[config.mk]
export PLATFORM = sky130hd
export DESIGN_NAME = uart_receiver_flat
export DESIGN_NICKNAME = d
export VERILOG_FILES = /design/src/rtl/uart_receiver_if.sv /design/src/rtl/uart_receiver.sv /design/src/flat_wrapper.sv
export SDC_FILE = /design/constraint.sdc
export NUM_CORES = 1
export LEC_CHECK = 0
export CAP_MARGIN = 20
export CELL_PAD_IN_SITES_DETAIL_PLACEMENT = 0
export CELL_PAD_IN_SITES_GLOBAL_PLACEMENT = 2
export CORE_ASPECT_RATIO = 1.1
export CORE_UTILIZATION = 37
export CTS_CLUSTER_SIZE = 30
export DETAILED_ROUTE_END_ITERATION = 12
export HOLD_SLACK_MARGIN = 0.1
export PLACE_DENSITY_LB_ADDON = 0.2
export SLEW_MARGIN = 5
export SYNTH_ARGS = -nofsm -noshare
export SYNTH_HDL_FRONTEND = slang
export SYNTH_SLANG_ARGS = --single-unit
[constraint.sdc]
create_clock -name clk -period 2.4 [get_ports clk]
set_clock_uncertainty 0.2 [all_clocks]
set_input_delay 0.36 -clock clk [delete_from_list [all_inputs] [get_ports clk]]
set_output_delay 0.36 -clock clk [all_outputs]
set_load 0.03 [all_outputs]
[src/rtl/uart_receiver_if.sv]
// Receiver-side bundle: serial line and tick in, recovered byte and status out.
interface uart_receiver_if #(
  parameter int unsigned DBIT = 8
);
  logic            rx;
  logic            s_tick;
  logic [DBIT-1:0] d_out;
  logic            rx_done_flag;
  logic            frame_err;
  logic            busy;

  // Line/tick source side.
  modport master (
    output rx,
    output s_tick,
    input  d_out,
    input  rx_done_flag,
    input  frame_err,
    input  busy
  );

  // Receiver side.
  modport slave (
    input  rx,
    input  s_tick,
    output d_out,
    output rx_done_flag,
    output frame_err,
    output busy
  );
endinterface

[src/rtl/uart_receiver.sv]
// 8N1 UART receiver, MSB first, oversampled by the s_tick pulse from the baud generator.
module uart_receiver #(
  parameter int unsigned DBIT     = 8,
  parameter int unsigned OS_TICKS = 16,
  parameter int unsigned SB_TICKS = 16
) (
  input  logic             clk,
  input  logic             reset,
  uart_receiver_if.slave   bus
);

  localparam int unsigned S_MAX   = (OS_TICKS > SB_TICKS) ? OS_TICKS : SB_TICKS;
  localparam int unsigned S_CNT_W = (S_MAX > 1) ? $clog2(S_MAX) : 1;
  localparam int unsigned N_CNT_W = (DBIT > 1) ? $clog2(DBIT) : 1;

  // Tick counts at which the FSM acts: mid start bit, mid data bit, mid stop bit.
  localparam logic [S_CNT_W-1:0] START_MID = S_CNT_W'(OS_TICKS / 2 - 1);
  localparam logic [S_CNT_W-1:0] BIT_END   = S_CNT_W'(OS_TICKS - 1);
  localparam logic [S_CNT_W-1:0] STOP_END  = S_CNT_W'(SB_TICKS - 1);
  localparam logic [N_CNT_W-1:0] LAST_BIT  = N_CNT_W'(DBIT - 1);

  typedef enum logic [1:0] {
    IDLE  = 2'd0,
    START = 2'd1,
    DATA  = 2'd2,
    STOP  = 2'd3
  } state_t;

  state_t             state;
  state_t             state_next;
  logic [1:0]         sync_q;
  logic               rx_s;
  logic [S_CNT_W-1:0] s_cnt;
  logic [S_CNT_W-1:0] s_cnt_next;
  logic [N_CNT_W-1:0] n_cnt;
  logic [N_CNT_W-1:0] n_cnt_next;
  logic [DBIT-1:0]    shreg;
  logic [DBIT-1:0]    shreg_next;
  logic [DBIT-1:0]    d_out;
  logic [DBIT-1:0]    d_out_next;
  logic               done;
  logic               done_next;
  logic               ferr;
  logic               ferr_next;
  logic               busy;
  logic               busy_next;

  // Two-flop synchroniser for the asynchronous line; resets to the idle-high level.
  always_ff @(posedge clk or negedge reset) begin
    if (!reset) begin
      sync_q <= 2'b11;
    end else begin
      sync_q <= {sync_q[0], bus.rx};
    end
  end

  assign rx_s = sync_q[1];

  // State register together with counters, shift register and registered outputs.
  always_ff @(posedge clk or negedge reset) begin
    if (!reset) begin
      state <= IDLE;
      s_cnt <= '0;
      n_cnt <= '0;
      shreg <= '0;
      d_out <= '0;
      done  <= 1'b0;
      ferr  <= 1'b0;
      busy  <= 1'b0;
    end else begin
      state <= state_next;
      s_cnt <= s_cnt_next;
      n_cnt <= n_cnt_next;
      shreg <= shreg_next;
      d_out <= d_out_next;
      done  <= done_next;
      ferr  <= ferr_next;
      busy  <= busy_next;
    end
  end

  // Next-state decision: start edge, mid-start validation, bit counting, stop sample.
  always_comb begin
    state_next = state;
    unique case (state)
      IDLE: begin
        if (!rx_s) begin
          state_next = START;
        end
      end
      START: begin
        if (bus.s_tick && (s_cnt == START_MID)) begin
          state_next = rx_s ? IDLE : DATA;
        end
      end
      DATA: begin
        if (bus.s_tick && (s_cnt == BIT_END) && (n_cnt == LAST_BIT)) begin
          state_next = STOP;
        end
      end
      STOP: begin
        if (bus.s_tick && (s_cnt == STOP_END)) begin
          state_next = IDLE;
        end
      end
      default: begin
        state_next = IDLE;
      end
    endcase
  end

  // Datapath and output updates; the done/error pulses default low every cycle.
  always_comb begin
    s_cnt_next = s_cnt;
    n_cnt_next = n_cnt;
    shreg_next = shreg;
    d_out_next = d_out;
    done_next  = 1'b0;
    ferr_next  = 1'b0;
    busy_next  = (state_next != IDLE);
    unique case (state)
      IDLE: begin
        if (!rx_s) begin
          s_cnt_next = '0;
        end
      end
      START: begin
        if (bus.s_tick) begin
          if (s_cnt == START_MID) begin
            s_cnt_next = '0;
            n_cnt_next = '0;
          end else begin
            s_cnt_next = s_cnt + S_CNT_W'(1);
          end
        end
      end
      DATA: begin
        if (bus.s_tick) begin
          if (s_cnt == BIT_END) begin
            s_cnt_next = '0;
            shreg_next = {shreg[DBIT-2:0], rx_s};
            if (n_cnt != LAST_BIT) begin
              n_cnt_next = n_cnt + N_CNT_W'(1);
            end
          end else begin
            s_cnt_next = s_cnt + S_CNT_W'(1);
          end
        end
      end
      STOP: begin
        if (bus.s_tick) begin
          if (s_cnt == STOP_END) begin
            s_cnt_next = '0;
            d_out_next = shreg;
            done_next  = 1'b1;
            ferr_next  = ~rx_s;
          end else begin
            s_cnt_next = s_cnt + S_CNT_W'(1);
          end
        end
      end
      default: begin
        s_cnt_next = '0;
        n_cnt_next = '0;
      end
    endcase
  end

  assign bus.d_out        = d_out;
  assign bus.rx_done_flag = done;
  assign bus.frame_err    = ferr;
  assign bus.busy         = busy;

endmodule
[src/flat_wrapper.sv]
// flat-port wrapper written by rule: the top's interface ports become plain ports
module uart_receiver_flat 
#(
  parameter int unsigned DBIT     = 8,
  parameter int unsigned OS_TICKS = 16,
  parameter int unsigned SB_TICKS = 16
)
  (clk, reset, bus_rx, bus_s_tick, bus_d_out, bus_rx_done_flag, bus_frame_err, bus_busy);
  uart_receiver_if #(.DBIT(DBIT)) bus_i ();
  input  logic clk;
  input  logic reset;
  input wire logic [$bits(bus_i.rx)-1:0] bus_rx;
  input wire logic [$bits(bus_i.s_tick)-1:0] bus_s_tick;
  output wire logic [$bits(bus_i.d_out)-1:0] bus_d_out;
  output wire logic [$bits(bus_i.rx_done_flag)-1:0] bus_rx_done_flag;
  output wire logic [$bits(bus_i.frame_err)-1:0] bus_frame_err;
  output wire logic [$bits(bus_i.busy)-1:0] bus_busy;
  assign bus_i.rx = bus_rx;
  assign bus_i.s_tick = bus_s_tick;
  assign bus_d_out = bus_i.d_out;
  assign bus_rx_done_flag = bus_i.rx_done_flag;
  assign bus_frame_err = bus_i.frame_err;
  assign bus_busy = bus_i.busy;
  uart_receiver #(.DBIT(DBIT), .OS_TICKS(OS_TICKS), .SB_TICKS(SB_TICKS)) u_core (.clk(clk), .reset(reset), .bus(bus_i));
endmodule
-- After elaboration in Yosys (flattened, before gate mapping)
Index checks and enable logic that the tools add are counted.
- mux-type cells: 24
- bitwise logic cells: 1
- add/sub/neg operators: 2
- reductions and logical operators: 11
- eq/ne operators: 14
- operators with widths (operator ; count):
    2-to-1 mux 4 bit ; 5
    2-to-1 mux 3 bit ; 5
    case mux 4 bit (3 select lines) ; 1
    2-to-1 mux 2 bit ; 5
    AND reduction 3 bit ; 3
    != test 2 x 1 -> 1 bit, second input constant ; 4
    case mux 2 bit (4 select lines) ; 1
    2-to-1 mux 1 bit ; 6
    != test 2 bit, second input constant ; 3
    case mux 3 bit (2 select lines) ; 1
    AND reduction 6 bit ; 1
    adder 4 x 1 -> 4 bit, second input constant ; 1
    equality test 2 bit, second input constant ; 2
    equality test 4 x 3 -> 1 bit, second input constant ; 1
    equality test 4 bit, second input constant ; 1
    nonzero test 2 bit ; 2
    adder 3 x 1 -> 3 bit, second input constant ; 1
    equality test 3 bit, second input constant ; 1
    logical AND 1 bit ; 3
    != test 3 bit, second input constant ; 1
    equality test 2 x 1 -> 1 bit, second input constant ; 1
    zero test 2 bit ; 1
    OR reduction 2 bit ; 1
    NOT 1 bit ; 1
- word-level logic and storage cells: 61
- input bits: 4
- output and inout bits: 11
- bits in registers: 30

-- Logic depth before layout (Yosys ltp)
Gate-level depths: netlist of run 1.
- depth after elaboration: 6
- gate-level depth with buffers: 5
- mapped depth without buffers: 5

-- Least setup slack after synthesis of run 1
No wires, ideal clock.
- kind: reg2reg
- from: register u_core.s_cnt[0]
- to: register u_core.d_out[0] (netlist: u_core.bus.d_out[0])
- cell stages (with the launch flop): 5
- arrival: 1397 ps
- required time: 2075 ps
- period minus slack after synthesis: 1722 ps
- setup slack: 678 ps
- buffers on the path: 0
- setup time: 125 ps
- cell sequence: dfrtp_1 ha_1 nand4_4 nor2_8 mux2_2
- longest elaborated chain between the ends: 2
- ends and longest elaborated chain (item ; RTL line ; source):
    start, declared ; uart_receiver.sv:33 ; logic [S_CNT_W-1:0] s_cnt;
    start signal, assigned ; uart_receiver.sv:72 ; s_cnt <= s_cnt_next;
    equality test 4 bit ; uart_receiver.sv:152 ; if (s_cnt == STOP_END) begin
    AND reduction 3 bit (no line) ; - ;
    end signal, assigned ; uart_receiver.sv:75 ; d_out <= d_out_next;
    end, declared ; uart_receiver.sv:39 ; logic [DBIT-1:0] d_out;
No other way between the ends.
A chain may end at the register's enable or synchronous reset.

-- Worst setup path after layout of run 1
- from: register u_core.d_out[1] (netlist: u_core.bus.d_out[1])
- to: output bus_d_out[1]
- RTL lines (item ; RTL line ; source):
    end, declared ; flat_wrapper.sv:14 ; output wire logic [$bits(bus_i.d_out)-1:0] bus_d_out;
No word-level cell between the ends.

==> impl_metrics.env, run 1 <==
export IMPL_clk_latency_ps=320
export IMPL_cts_buffers=5
export IMPL_drc=0
export IMPL_fin_nets=129
export IMPL_min_period_ps=1910
export IMPL_path_depth=1
export IMPL_required_ps=1840
export IMPL_busiest_layer="met2"
export IMPL_cts_root_buf="clkbuf_4"
export IMPL_io_pins=15
export IMPL_critical_path_buf_inv_count=1
export IMPL_htreeDepth=2
export IMPL_p_per_area_nw_per_um2=734
export IMPL_portBuffers=14
export IMPL_clk_pin_slew_ps=90
export IMPL_area_growth_pct=17.4
export IMPL_synth_cell_types=30
export IMPL_place_inst=163
export IMPL_routed_wl_um=2090
export IMPL_syn_instance_count=104
export IMPL_end_kind="output port"
export IMPL_grt_max_degree=31
export IMPL_clk_path_buf_depth=2
export IMPL_yosysTopAreaCell="dfrtp_1"
export IMPL_die_area_um2=3890
export IMPL_critPathTopFamily="buffers and inverters"
export IMPL_num_vias=839
export IMPL_synth_top_area_share_pct=51.9
export IMPL_leakagePower_nw=0.779
export IMPL_antenna_found_initial=0
export IMPL_cts_setup_buffers=0
export IMPL_grt_overflow=0
export IMPL_antenna_left=0
export IMPL_place_congestion=0.690
export IMPL_die_w_um=59.6
export IMPL_critPathKind="register to output port"
export IMPL_hold_viol=0
export IMPL_maxSlewHeadroom_pct=75.3
export IMPL_use_met2_pct=19.7
export IMPL_synth_ff_latch_count=30
export IMPL_fin_tns_setup_ps=0
export IMPL_netlist_area_um2=1350
export IMPL_synth_warnings=0
export IMPL_cts_tree="yes"
export IMPL_setup_viol=0
export IMPL_mostFrequentLayoutCells="dfrtp_1 (28), mux2_2 (16), clkdlybuf4s50_1 (14)"
export IMPL_drive_above_1_share_pct=23.8
export IMPL_drt_iter0_markers=16
export IMPL_rsz0062_at_grt="false"
export IMPL_worst_slack_ps=488
export IMPL_place_area_um2=1540
export IMPL_arrival_ps=1350
export IMPL_coreArea_um2=3410
export IMPL_wire_per_inst_um=12.3
export IMPL_grt_use_met1_pct=16.7
export IMPL_ctsHoldBuffers=0
export IMPL_r2r_end="u_core.bus.d_out[2]"
export IMPL_vias_per_cell=4.94
export IMPL_initial_core_util_pct=39.5
export IMPL_crit_slowest_cell="clkdlybuf4s50_1"
export IMPL_tightestPinTransition_ps=371
export IMPL_cap_violations=0
export IMPL_max_stage_delay_ps=680
export IMPL_synth_nets=111
export IMPL_core_rowCount=22
export IMPL_hpwl_um=1450
export IMPL_dieHeight_um=65.3
export IMPL_met3_usage_pct=5.51
export IMPL_r2r_start="u_core.s_cnt[0]"
export IMPL_crit_chain="clkdlybuf4s50_1"
export IMPL_fmax_mhz=523
export IMPL_final_common_cell="dfrtp_1"
export IMPL_avgSynthCellArea_um2=13.0
export IMPL_final_cells=170
export IMPL_clkSinkCount=30
export IMPL_crit_path_end="bus_d_out[1]"
export IMPL_n_antenna_cell=0
export IMPL_hold_path_class="register to register"
export IMPL_p_total_mw=1.16
export IMPL_grt_pass1_wl_um=3760
export IMPL_critPathMaxFanout=2
export IMPL_dp_slack_ps=280
export IMPL_startpoint="u_core.bus.d_out[1]"
export IMPL_cp_start_kind="register"
export IMPL_rr_worst_depth=4
export IMPL_outcome="finished, final reports clean"
export IMPL_post_cts_resized=0
export IMPL_fin_crit_sh_pct=79.7
export IMPL_final_area_um2=1580
export IMPL_slew_violations=0
export IMPL_grt_pass1_vias=822
export IMPL_ys_top_cells_by_area="dfrtp_1 (52%), mux2_2 (13%), dfstp_2 (3.9%)"
export IMPL_seq_area_frac_synth_pct=55.8
export IMPL_regToRegSetupSlack_ps=530
export IMPL_track_usage_pct=13.4
export IMPL_peakVddDrop_uv=389
export IMPL_first_pass_iters=4
[report_power, final]
group	leakage (nW)	switching, mW	internal (mW)
logic	0.355	0.125	0.114
registers	0.393	0.103	0.556
clock network	0.0308	0.159	0.105
[cell usage after synthesis]
library cell / n
mux2i_1: 2
a21oi_1: 1
nor2_8: 2
dfstp_2: 2
o311a_1: 1
nor4bb_1: 1
a41oi_1: 1
nand4bb_1: 1
nand3_1: 3
o21ai_0: 2
and3_1: 2
nand4_1: 2
a21o_1: 1
ha_1: 3
buf_2: 4
nor2_1: 4
dfrtp_1: 28
nand2_1: 5
xor2_1: 1
nand2b_1: 3
mux2_2: 16
o21a_1: 1
inv_1: 6
o21ai_1: 1
nand4_4: 1
a31oi_1: 4
nor3_1: 1
nor3b_1: 1
o22ai_1: 1
mux2_1: 3
[registers in the layout, indices dropped and copies added (netlist names)]
| register | flops |
|---|---|
| u_core.bus.busy | 1 |
| u_core.bus.d_out | 8 |
| u_core.bus.frame_err | 1 |
| u_core.bus.rx_done_flag | 1 |
| u_core.n_cnt | 3 |
| u_core.s_cnt | 4 |
| u_core.shreg | 8 |
| u_core.state | 2 |
| u_core.sync_q | 2 |
[layer usage]
layer | share of wire, % | up-vias
met5 | 0 | -
met3 | 4.5 | 6
met4 | 2.1 | 0
li1 | - | 407
met1 | 47 | 410
met2 | 46 | 16
[area by class of cell]
| cell class | count | area, um2 |
|---|---|---|
| fill | 345 | 1830 |
| multi-input combinational | 64 | 553 |
| sequential | 30 | 753 |
| clock buffer | 5 | 37.5 |
| inverter | 6 | 22.5 |
| clock inverter | 2 | 10.0 |
| timing repair buffer | 15 | 148 |
| tap | 48 | 60.1 |
[per-stage QoR]
step | utilization [%] | hold WS (ps)
2_1_floorplan | - | -136
3_3_place_gp | 45.0 | 150
3_5_place_dp | 45.0 | 147
4_1_cts | 46.4 | 165
5_1_grt | 46.4 | 171
6_report | 46.4 | 164
[kinds of logic after synthesis]
logic type / count (synthesis) / synth area share, %
AO/OA/AOI/OAI: 13 / 6.31
XOR/XNOR: 1 / 0.649
adder cells (fa/ha/maj): 3 / 2.78
buffers and inverters: 10 / 3.15
flip-flops: 30 / 55.8
multiplexers: 21 / 17.3
AND/OR/NAND/NOR: 26 / 13.9
[how the worst min path moves through the flow]
stage	to	cells after the start	start	slack, ps
global route	u_core.sync_q[1]	0	u_core.sync_q[0]	170
detailed placement	u_core.sync_q[1]	0	u_core.sync_q[0]	150
CTS	u_core.sync_q[1]	0	u_core.sync_q[0]	170
floorplan	u_core.bus.busy	0	reset	-140
finish	u_core.sync_q[1]	0	u_core.sync_q[0]	160
global placement	u_core.sync_q[1]	0	u_core.sync_q[0]	150
Note: power is estimated with default switching activity, not from simulation.
==> run 2, diff against run 1 <==
Clock period 2.4 ns to 1.8 ns, I/O delays scaled along.
==> impl_metrics.env, run 2 (synthesis gave the netlist of run 1 again) <==
export IMPL_cp_start_kind="register"
export IMPL_num_vias=889
export IMPL_outcome="finished, final reports clean"
export IMPL_portBuffers=14
export IMPL_clk_latency_ps=320
export IMPL_slew_violations=0
export IMPL_critPathTopFamily="flip-flops"
export IMPL_cts_tree="yes"
export IMPL_track_usage_pct=15.2
export IMPL_arrival_ps=1780
export IMPL_clkSinkCount=30
export IMPL_fmax_mhz=566
export IMPL_critical_path_buf_inv_count=0
export IMPL_final_common_cell="dfrtp_1"
export IMPL_place_inst=176
export IMPL_place_congestion=0.714
export IMPL_die_w_um=59.6
export IMPL_drive_above_1_share_pct=35.0
export IMPL_first_pass_iters=4
export IMPL_mostFrequentLayoutCells="dfrtp_1 (28), mux2_2 (15), buf_4 (14)"
export IMPL_coreArea_um2=3410
export IMPL_hold_path_class="input pin to register"
export IMPL_area_growth_pct=29.4
export IMPL_drt_iter0_markers=26
export IMPL_end_kind="register"
export IMPL_vias_per_cell=4.81
export IMPL_clk_pin_slew_ps=90
export IMPL_worst_slack_ps=32.7
export IMPL_hold_viol=0
export IMPL_core_rowCount=22
export IMPL_die_area_um2=3890
export IMPL_grt_pass1_wl_um=4240
export IMPL_max_stage_delay_ps=390
export IMPL_cap_violations=0
export IMPL_required_ps=1810
export IMPL_antenna_found_initial=0
export IMPL_dieHeight_um=65.3
export IMPL_hpwl_um=1710
export IMPL_wire_per_inst_um=12.8
export IMPL_htreeDepth=2
export IMPL_grt_overflow=0
export IMPL_routed_wl_um=2360
export IMPL_rsz0062_at_grt="true"
export IMPL_n_antenna_cell=0
export IMPL_fin_nets=144
export IMPL_cts_root_buf="clkbuf_4"
export IMPL_leakagePower_nw=0.919
export IMPL_cts_buffers=5
export IMPL_peakVddDrop_uv=634
export IMPL_antenna_left=0
export IMPL_crit_slowest_cell="dfrtp_1"
export IMPL_critPathKind="register to register"
export IMPL_grt_pass1_vias=937
export IMPL_min_period_ps=1770
export IMPL_initial_core_util_pct=39.5
export IMPL_p_per_area_nw_per_um2=979
export IMPL_fin_crit_sh_pct=98.2
export IMPL_final_cells=185
export IMPL_clk_path_buf_depth=2
export IMPL_dp_slack_ps=-167
export IMPL_io_pins=15
export IMPL_maxSlewHeadroom_pct=72.0
export IMPL_tightestPinTransition_ps=418
export IMPL_crit_chain="ha_2 > ha_4 > nor4bb_4 > o21ai_2 > mux2_4"
export IMPL_drc=0
export IMPL_setup_viol=0
export IMPL_critPathMaxFanout=3
export IMPL_grt_max_degree=24
export IMPL_reg_largest_list="u_core.bus.d_out x8, u_core.shreg x8, u_core.s_cnt x4"
[run 2: layer usage]
layer	routed length [um]	vias to the layer above	track usage [%]
met3	76	8	4.13
met5	0	-	0
met2	1040	20	21.8
met4	70	0	9.59
met1	1180	419	20.0
li1	-	442	-
[run 2: layout make-up]
cell class                 count  area, um2
clock buffer                   5       37.5
clock inverter                 2       10.0
fill                         324       1670
inverter                       6       22.5
multi-input combinational     64        593
sequential                    30        753
tap                           48       60.1
timing repair buffer          30        269
[run 2: power breakdown]
part	internal [mW]	switching (mW)	leakage [nW]
logic	0.262	0.247	0.495
registers	0.743	0.0966	0.393
clock network	0.140	0.221	0.0308
total	1.14	0.565	0.919
[run 2: final timing paths]
| check | startpoint | to | cells after the start | slack (ps) |
|---|---|---|---|---|
| hold / removal | bus_rx | u_core.sync_q[0] | 1 | 150 |
| setup reg to reg | u_core.n_cnt[0] | u_core.n_cnt[1] | 5 | 30 |
| hold reg to reg | u_core.sync_q[0] | u_core.sync_q[1] | 0 | 160 |
| setup / recovery | u_core.n_cnt[0] | u_core.n_cnt[1] | 5 | 30 |
| max in group asynchronous | reset | u_core.bus.frame_err | 3 | 350 |
| min in group asynchronous | reset | u_core.s_cnt[3] | 2 | 600 |
[run 2: timing repair]
| action | CTS | global route |
|---|---|---|
| pin swaps | 3 | 4 |
| hold buffers | 1 | 0 |
| resized for setup | 13 | 6 |
| setup buffers | 1 | 0 |
| endpoints found under the hold margin | 5 | 0 |
| endpoints found under the setup margin | 12 | 12 |
[run 2: worst register-to-register path, stage by stage (launching register included)]
cell	delay (ps)
dfrtp_1	390
ha_2	200
ha_4	170
nor4bb_4	270
o21ai_2	120
mux2_4	310
[run 2: stage by stage]
step           power [mW]  area [um2]  hold WS (ps)  TNS [ps]  util [%]
2_1_floorplan        1.15        1350          -226         0         -
3_3_place_gp         1.32        1650           148     -2200      48.2
3_5_place_dp         1.34        1650           151     -2650      48.2
4_1_cts              1.70        1720           131      -171      50.4
5_1_grt              1.84        1750           146     -58.2      51.1
6_report             1.71        1750           151         0      51.1
